===== config.mk =====
export PLATFORM = sky130hd
export DESIGN_NAME = dsp_acc_dump_flat
export DESIGN_NICKNAME = d
export VERILOG_FILES = /design/src/rtl/dsp_pkg.sv /design/src/rtl/dsp_acc_dump_if.sv /design/src/rtl/dsp_acc_outreg.sv /design/src/rtl/dsp_acc_dump.sv /design/src/flat_wrapper.sv
export SDC_FILE = /design/constraint.sdc
export NUM_CORES = 1
export LEC_CHECK = 0
export CAP_MARGIN = 5
export CORE_ASPECT_RATIO = 0.6
export CORE_MARGIN = 1
export CORE_UTILIZATION = 50
export CTS_CLUSTER_DIAMETER = 60
export DETAILED_ROUTE_END_ITERATION = 16
export PLACE_DENSITY = 0.73
export SLEW_MARGIN = 5
export SYNTH_ARGS = -nofsm -noshare
export SYNTH_HDL_FRONTEND = slang
export SYNTH_SLANG_ARGS = --single-unit

===== constraint.sdc =====
create_clock -name clk -period 9.9 [get_ports clk]
set_input_delay 2.475 -clock clk [delete_from_list [all_inputs] [get_ports clk]]
set_output_delay 2.475 -clock clk [all_outputs]
set_load 0.005 [all_outputs]

===== src/rtl/dsp_pkg.sv =====
// Shared constants and types for the DSP frame accumulator.
package dsp_pkg;

  localparam int unsigned DSP_P_W   = 48;
  localparam int unsigned DSP_LEN_DEF = 4;

  typedef enum logic [0:0] {
    StIdle,
    StAccum
  } acc_state_e;

endpackage


===== src/rtl/dsp_acc_dump_if.sv =====
// Sample input, frame-sum handshake and status signals of the frame accumulator.
interface dsp_acc_dump_if #(
  parameter int unsigned LEN = dsp_pkg::DSP_LEN_DEF,
  parameter int unsigned P_W = dsp_pkg::DSP_P_W
);
  localparam int unsigned SUM_W = P_W + $clog2(LEN);
  localparam int unsigned CNT_W = $clog2(LEN) + 1;

  logic             p_valid;
  logic [P_W-1:0]   p_data;
  logic             clr;
  logic             sum_valid;
  logic             sum_ready;
  logic [SUM_W-1:0] sum_data;
  logic [CNT_W-1:0] count;
  logic             overrun;

  modport master (
    output p_valid, p_data, clr, sum_ready,
    input  sum_valid, sum_data, count, overrun
  );

  modport slave (
    input  p_valid, p_data, clr, sum_ready,
    output sum_valid, sum_data, count, overrun
  );
endinterface


===== src/rtl/dsp_acc_outreg.sv =====
// Frame-sum output register: valid/ready handshake with a sticky drop flag.
module dsp_acc_outreg #(
  parameter int unsigned SUM_W = 50
) (
  input  logic             clk,
  input  logic             rst,
  input  logic             load_i,
  input  logic [SUM_W-1:0] load_data_i,
  input  logic             ready_i,
  output logic             valid_o,
  output logic [SUM_W-1:0] data_o,
  output logic             overrun_o
);

  logic             valid_d, valid_q;
  logic [SUM_W-1:0] data_d, data_q;
  logic             overrun_d, overrun_q;
  logic             xfer;

  assign xfer = valid_q && ready_i;

  always_comb begin
    valid_d   = valid_q;
    data_d    = data_q;
    overrun_d = overrun_q;
    if (load_i) begin
      // A completed frame only lands if the slot is empty or draining this edge.
      if (!valid_q || xfer) begin
        valid_d = 1'b1;
        data_d  = load_data_i;
      end else begin
        overrun_d = 1'b1;
      end
    end else if (xfer) begin
      valid_d = 1'b0;
    end
  end

  always_ff @(posedge clk or posedge rst) begin
    if (rst) begin
      valid_q   <= 1'b0;
      data_q    <= '0;
      overrun_q <= 1'b0;
    end else begin
      valid_q   <= valid_d;
      data_q    <= data_d;
      overrun_q <= overrun_d;
    end
  end

  assign valid_o   = valid_q;
  assign data_o    = data_q;
  assign overrun_o = overrun_q;

endmodule


===== src/rtl/dsp_acc_dump.sv =====
// Accumulates LEN unsigned DSP products per frame and hands each frame sum downstream.
module dsp_acc_dump
  import dsp_pkg::*;
#(
  parameter int unsigned LEN = DSP_LEN_DEF,
  parameter int unsigned P_W = DSP_P_W
) (
  input  logic               clk,
  input  logic               rst,
  dsp_acc_dump_if.slave      bus
);

  localparam int unsigned SUM_W = P_W + $clog2(LEN);
  localparam int unsigned CNT_W = $clog2(LEN) + 1;
  localparam logic [CNT_W-1:0] LastCnt = CNT_W'(LEN - 1);

  acc_state_e       state_d, state_q;
  logic [SUM_W-1:0] acc_d, acc_q;
  logic [CNT_W-1:0] count_d, count_q;
  logic [SUM_W-1:0] sum_new;
  logic             done;

  assign sum_new = acc_q + SUM_W'(bus.p_data);

  always_comb begin
    state_d = state_q;
    acc_d   = acc_q;
    count_d = count_q;
    done    = 1'b0;
    if (bus.clr) begin
      state_d = StIdle;
      acc_d   = '0;
      count_d = '0;
    end else if (bus.p_valid) begin
      unique case (state_q)
        StIdle: begin
          state_d = StAccum;
          acc_d   = SUM_W'(bus.p_data);
          count_d = CNT_W'(1);
        end
        StAccum: begin
          if (count_q == LastCnt) begin
            done    = 1'b1;
            state_d = StIdle;
            acc_d   = '0;
            count_d = '0;
          end else begin
            acc_d   = sum_new;
            count_d = count_q + CNT_W'(1);
          end
        end
        default: begin
          state_d = StIdle;
          acc_d   = '0;
          count_d = '0;
        end
      endcase
    end
  end

  always_ff @(posedge clk or posedge rst) begin
    if (rst) begin
      state_q <= StIdle;
      acc_q   <= '0;
      count_q <= '0;
    end else begin
      state_q <= state_d;
      acc_q   <= acc_d;
      count_q <= count_d;
    end
  end

  assign bus.count = count_q;

  dsp_acc_outreg #(
    .SUM_W (SUM_W)
  ) u_outreg (
    .clk         (clk),
    .rst         (rst),
    .load_i      (done),
    .load_data_i (sum_new),
    .ready_i     (bus.sum_ready),
    .valid_o     (bus.sum_valid),
    .data_o      (bus.sum_data),
    .overrun_o   (bus.overrun)
  );

endmodule


===== src/flat_wrapper.sv =====
// flat-port wrapper written by rule: the top's interface ports become plain ports
module dsp_acc_dump_flat import dsp_pkg::*;
#(
  parameter int unsigned LEN = DSP_LEN_DEF,
  parameter int unsigned P_W = DSP_P_W
)
  (clk, rst, bus_p_valid, bus_p_data, bus_clr, bus_sum_ready, bus_sum_valid, bus_sum_data, bus_count, bus_overrun);
  dsp_acc_dump_if #(.LEN(LEN), .P_W(P_W)) bus_i ();
  input  logic clk;
  input  logic rst;
  input wire logic [$bits(bus_i.p_valid)-1:0] bus_p_valid;
  input wire logic [$bits(bus_i.p_data)-1:0] bus_p_data;
  input wire logic [$bits(bus_i.clr)-1:0] bus_clr;
  input wire logic [$bits(bus_i.sum_ready)-1:0] bus_sum_ready;
  output wire logic [$bits(bus_i.sum_valid)-1:0] bus_sum_valid;
  output wire logic [$bits(bus_i.sum_data)-1:0] bus_sum_data;
  output wire logic [$bits(bus_i.count)-1:0] bus_count;
  output wire logic [$bits(bus_i.overrun)-1:0] bus_overrun;
  assign bus_i.p_valid = bus_p_valid;
  assign bus_i.p_data = bus_p_data;
  assign bus_i.clr = bus_clr;
  assign bus_i.sum_ready = bus_sum_ready;
  assign bus_sum_valid = bus_i.sum_valid;
  assign bus_sum_data = bus_i.sum_data;
  assign bus_count = bus_i.count;
  assign bus_overrun = bus_i.overrun;
  dsp_acc_dump #(.LEN(LEN), .P_W(P_W)) u_core (.clk(clk), .rst(rst), .bus(bus_i));
endmodule

# == Word level (Yosys, flattened, before mapping) ==
# Index checks and enable logic that the tools add are counted.
# word_totals
ff_bits,106
elab_cells,39
# op_classes
addsub,2
eq_ne,2
muxes,19
n_bitwise,2
n_reduce_logical,8
# ops
op,count
2-to-1 mux 50 bit,3
one-hot mux 50 bit (2 select lines),1
adder 50 x 48 -> 50 bit,1
2-to-1 mux 1 bit,10
2-to-1 mux 3 bit,3
one-hot mux 3 bit (2 select lines),1
AND reduction 2 bit,3
nonzero test 2 bit,2
"adder 3 x 1 -> 3 bit, second input constant",1
"equality test 3 x 2 -> 1 bit, second input constant",1
"inequality test 2 bit, second input constant",1
NOT 1 bit,2
one-hot mux 1 bit (2 select lines),1
logical AND 1 bit,1
logical NOT 1 bit,1
logical OR 1 bit,1

# == Depth between registers and ports, before layout ==
# logic_depth
depth_word,7
depth_mapped,13
ltp_nobuf,13

# == Hierarchy ==
# From an unflattened synthesis, not the netlist that was laid out.
# unflattened
hier_cells,741
area_unflattened_um2,7300.8
# by_module_without_submodules
mod,instances,cells_per_inst,area_each_um2,seq_area_each_um2
dsp_acc_dump,1,628,5148.7,1351.3
dsp_acc_outreg,1,113,2152.1,1301.2

# == Worst setup path before layout ==
# OpenSTA, ideal clock, no wires.
# synth_timing
kind,input to register
from,in bus_p_data[0]
to,reg u_core.acc_q[40]
t_arrival_ps,4541
path_slack_ps,5232
path_stages,13
path_buffers,0
path_cell_list,ha_1 -> inv_1 -> fa_1 -> nand2b_1 -> a21oi_1 -> o21ai_1 -> a21oi_4 -> nor2_4 -> o31ai_4 -> a31oi_1 -> xnor2_1 -> a222oi_1 -> inv_1
# synth_via
elab_chain_cells,5
# synth_rtl
item,line,source
from (decl),flat_wrapper.sv:12,input wire logic [$bits(bus_i.p_data)-1:0] bus_p_data;
adder 50 x 48 -> 50 bit,dsp_acc_dump.sv:23,assign sum_new = acc_q + SUM_W'(bus.p_data);
2-to-1 mux 50 bit,dsp_acc_dump.sv:42,if (count_q == LastCnt) begin
one-hot mux 50 bit (2 select lines),dsp_acc_dump.sv:35,unique case (state_q)
2-to-1 mux 50 bit,dsp_acc_dump.sv:34,end else if (bus.p_valid) begin
2-to-1 mux 50 bit,dsp_acc_dump.sv:30,if (bus.clr) begin
to (signal assigned),dsp_acc_dump.sv:64,acc_q <= '0;
to (signal assigned),dsp_acc_dump.sv:68,acc_q <= acc_d;
to (decl),dsp_acc_dump.sv:18,"logic [SUM_W-1:0] acc_d, acc_q;"
# Every way passes these cells. The select of a mux whose other input is x is not followed.
# A chain may end at the register's enable or synchronous reset.

# == Worst setup path after layout ==
# layout_timing
from,in bus_p_data[0]
to,reg u_core.u_outreg.data_q[22] (netlist: u_core.u_outreg.data_o[22])
# layout_via
elab_chain_cells,1
# layout_rtl
item,line,source
adder 50 x 48 -> 50 bit,dsp_acc_dump.sv:23,
to (signal assigned),dsp_acc_outreg.sv:46,data_q <= data_d;
to (decl),dsp_acc_outreg.sv:16,"logic [SUM_W-1:0] data_d, data_q;"
# Every way passes these cells.

==> impl_metrics.json <==
{
  "path_buf_inv": 2,
  "synthMuxAreaShare_pct": 0.471,
  "setup_tns_ps": 0,
  "end_kind": "flip-flop",
  "diodes": 0,
  "seq_area_mm2": 0.00265,
  "rows": 32,
  "hold_slack_ps": 472,
  "crit_path_cell_trace": "clkdlybuf4s50_1, ha_1, inv_1, fa_1, nand2b_1, a21oi_1, o21ai_1, nand2_1, a21o_1, a311o_1, a21oi_1, o21ai_1, xnor2_1, o21ai_1",
  "path_class": "in -> reg",
  "viasPerCell": 6.10,
  "clkPwrFrac_pct": 31.2,
  "cts_tree": "done",
  "critical_path_depth": 14,
  "drtIter0Drc": 721,
  "grt_pass1_vias": 6132,
  "status": "finished clean",
  "cts_resized": 0,
  "portBuffers": 107,
  "min_from": "u_core.u_outreg.data_o[32]",
  "ir_worst_vdd_uv": 82.8,
  "synth-xor-area-share_pct": 5.83,
  "critical_path_arrival_ps": 5410,
  "fmax_mhz": 193,
  "die_area_mm2": 0.0143,
  "power_frac_seq_pct": 39.6,
  "nNetsFinal": 972,
  "area_growth_pct": 22.0,
  "ys_warn_count": 0,
  "io_pins": 108,
  "synth_compound_area_share_pct": 24.8,
  "worstPathMaxFanout": 3,
  "nFillCells": 1063,
  "drc_errors": 0,
  "grt_pass1_wl_um": 31300,
  "rsz0062_at_grt": "no",
  "synth_top_cell_area_share_pct": 38.4,
  "dr.pass1.iters": 8,
  "grt_usage_pct": 27.8,
  "fin_crit_ps": 5180,
  "wire_per_inst_um": 18.4,
  "crit_path_end": "u_core.u_outreg.data_o[22]",
  "cts-htree-levels": 3,
  "cp.required_ps": 10130,
  "netlist_instances": 779,
  "fin_ws_ps": 4720,
  "drive_gt1_share_pct": 6.29,
  "cts_buffers": 9,
  "dp_hpwl_um": 13800,
  "drv_cap": 0,
  "path_delay_family": "compound AO/OA/AOI/OAI gates",
  "dp_slack_ps": 4400,
  "yosysMostFrequentCell": "nand2_1",
  "finalCritPeriodShare_pct": 52.3,
  "timing.rr.start": "u_core.acc_q[0]",
  "cp-startpoint": "bus_p_data[0]",
  "leakage_nw": 4.21,
  "hold_class": "reg -> reg",
  "multiInputGateArea_mm2": 0.00395,
  "cts_hold_buf": 0,
  "setup_viol": 0,
  "powerDensity_mw_per_mm2": 143,
  "p_int_mw": 0.811,
  "initial_utilization_pct": 52.4,
  "synth.avg_cell_area_um2": 8.87,
  "synth.distinct_cells": 67,
  "yosysTopAreaCell": "dfrtp_1",
  "crit_slowest_cell": "clkdlybuf4s50_1",
  "cts_buffer_depth": 2,
  "hold_viol": 0,
  "synthAdderAreaFrac_pct": 9.17,
  "timing.rr.end": "u_core.u_outreg.data_o[22]",
  "reg2regPathDepth": 13,
  "syn-num-nets": 882,
  "clock_latency_ps": 360,
  "synthFlopType": "dfrtp_1",
  "synth-simple-area-share_pct": 16.6,
  "synth_area_mm2": 0.00691,
  "slew_violations": 0,
  "cts.sinks": 106,
  "cts-root-buf": "clkbuf_16",
  "finClkSkew_ps": 7.89,
  "startpoint_type": "input pin",
  "r2r_slack_ps": 6910,
  "slew_headroom_pct": 41.6,
  "max_stage_delay_ps": 440,
  "ant_nets": 0,
  "tightest_slew_ps": 875,
  "yosysSeqAreaShare_pct": 38.4,
  "die-width_um": 154,
  "utilization_pct": 64.0,
  "synth_top_family_by_area": "compound AO/OA/AOI/OAI gates",
  "die_h_um": 93.0,
  "routed_wl_um": 19200,
  "synth.area.top_cells": "dfrtp_1 38%, ha_1 8.9%, nand2_1 8.6%",
  "clk_pin_slew_ps": 70,
  "vias": 6367,
  "post_cts_buffers": 0,
  "p_sw_mw": 0.391,
  "core_area_mm2": 0.0132,
  "synth_edf_count": 0,
  "synth-seq-cells": 106,
  "grt_max_degree": 57,
  "synth_async_sr_flop_share_pct": 100,
  "grt_antenna_before_repair": 0,
  "crit_top_cell": "o21ai_1",
  "synth_commonest_cells": "158 x nand2_1, 106 x dfrtp_1, 50 x a21oi_1",
  "grt_overflow": 0,
  "combinationalPowerShare_pct": 29.2,
  "p_sw_share_pct": 32.5,
  "routabilityCongestion": 0.893
}
## stage by stage
stage | cells | area, µm² | total power [mW]
final | 1044 | 8430 | 1.20
after global routing | 1044 | 8430 | 1.26
after CTS | 1043 | 8420 | 1.20
after detailed placement | 1027 | 8120 | 0.826
after global placement | 1027 | 8120 | 0.816
after floorplan | 779 | 6910 | 0.718
## sequential cells by signal, indices dropped and copies added, names as in the netlist
register / count
u_core.acc_q: 50
u_core.state_q: 1
u_core.bus.count: 3
u_core.u_outreg.overrun_o: 1
u_core.u_outreg.data_o: 50
u_core.u_outreg.valid_o: 1
## worst register-to-register path: cells and delay by family, from the launching register on
kind	cells	cell delay [ps]
AOI/OAI and AO/OA	7	1460
DFF	1	390
adders and majority gates	2	390
and+or+nand+nor	2	340
xor gates and xnor gates	1	210
buffers and inverters	1	70
## layer usage
layer  up-vias  track usage (%)  share of wire [%]
li1       2986                -                  -
met1      3066             41.8                 50
met2       293             40.2                 41
met3        22             5.19                8.5
met4         0             8.08                1.1
met5         -                0                  0
## power groups by stage
| stage | combinational [mW] | sequential [mW] | clock, mW |
|---|---|---|---|
| global placement | 0.333 | 0.483 | 0 |
| finish | 0.351 | 0.476 | 0.375 |
| CTS | 0.346 | 0.476 | 0.381 |
| floorplan | 0.237 | 0.481 | 0 |
| global route | 0.384 | 0.479 | 0.396 |
| detailed placement | 0.342 | 0.484 | 0 |
## worst min-delay path by stage
stage | endpoint | slack (ps) | cells after the start
after global placement | u_core.u_outreg.data_o[31] | 460 | 2
after floorplan | u_core.u_outreg.overrun_o | 450 | 1
after CTS | u_core.u_outreg.data_o[31] | 470 | 2
final | u_core.u_outreg.data_o[32] | 470 | 2
after global routing | u_core.u_outreg.data_o[32] | 500 | 2
after detailed placement | u_core.u_outreg.data_o[31] | 460 | 2
## layout by cell type, fill, tap and decap left out, types with 15 or more instances in the layout
cell,count
nand2_1,157
clkdlybuf4s50_1,107
dfrtp_1,106
a21oi_1,50
ha_1,49
inv_1,47
o21ai_0,33
a21o_1,30
a222oi_1,29
xnor2_1,26
nor2_1,22
xor2_1,20
a22oi_1,16
o21ai_1,15
## cells by family after synthesis
kind of cell / count (synthesis)
AOI/OAI and AO/OA: 236
xor gates and xnor gates: 46
adders and majority gates: 50
buffers and inverters: 84
DFF: 106
muxes: 3
and+or+nand+nor: 254
## area by class of cell
class                      instances  share of cell area (%)
multi-input combinational        589                    46.8
sequential                       106                    31.5
timing repair buffer             115                    13.4
clock buffer                      11                    2.88
tap                              170                    2.52
inverter                          48                    2.17
clock inverter                     5                   0.727
(Power assumes the default switching activity.)
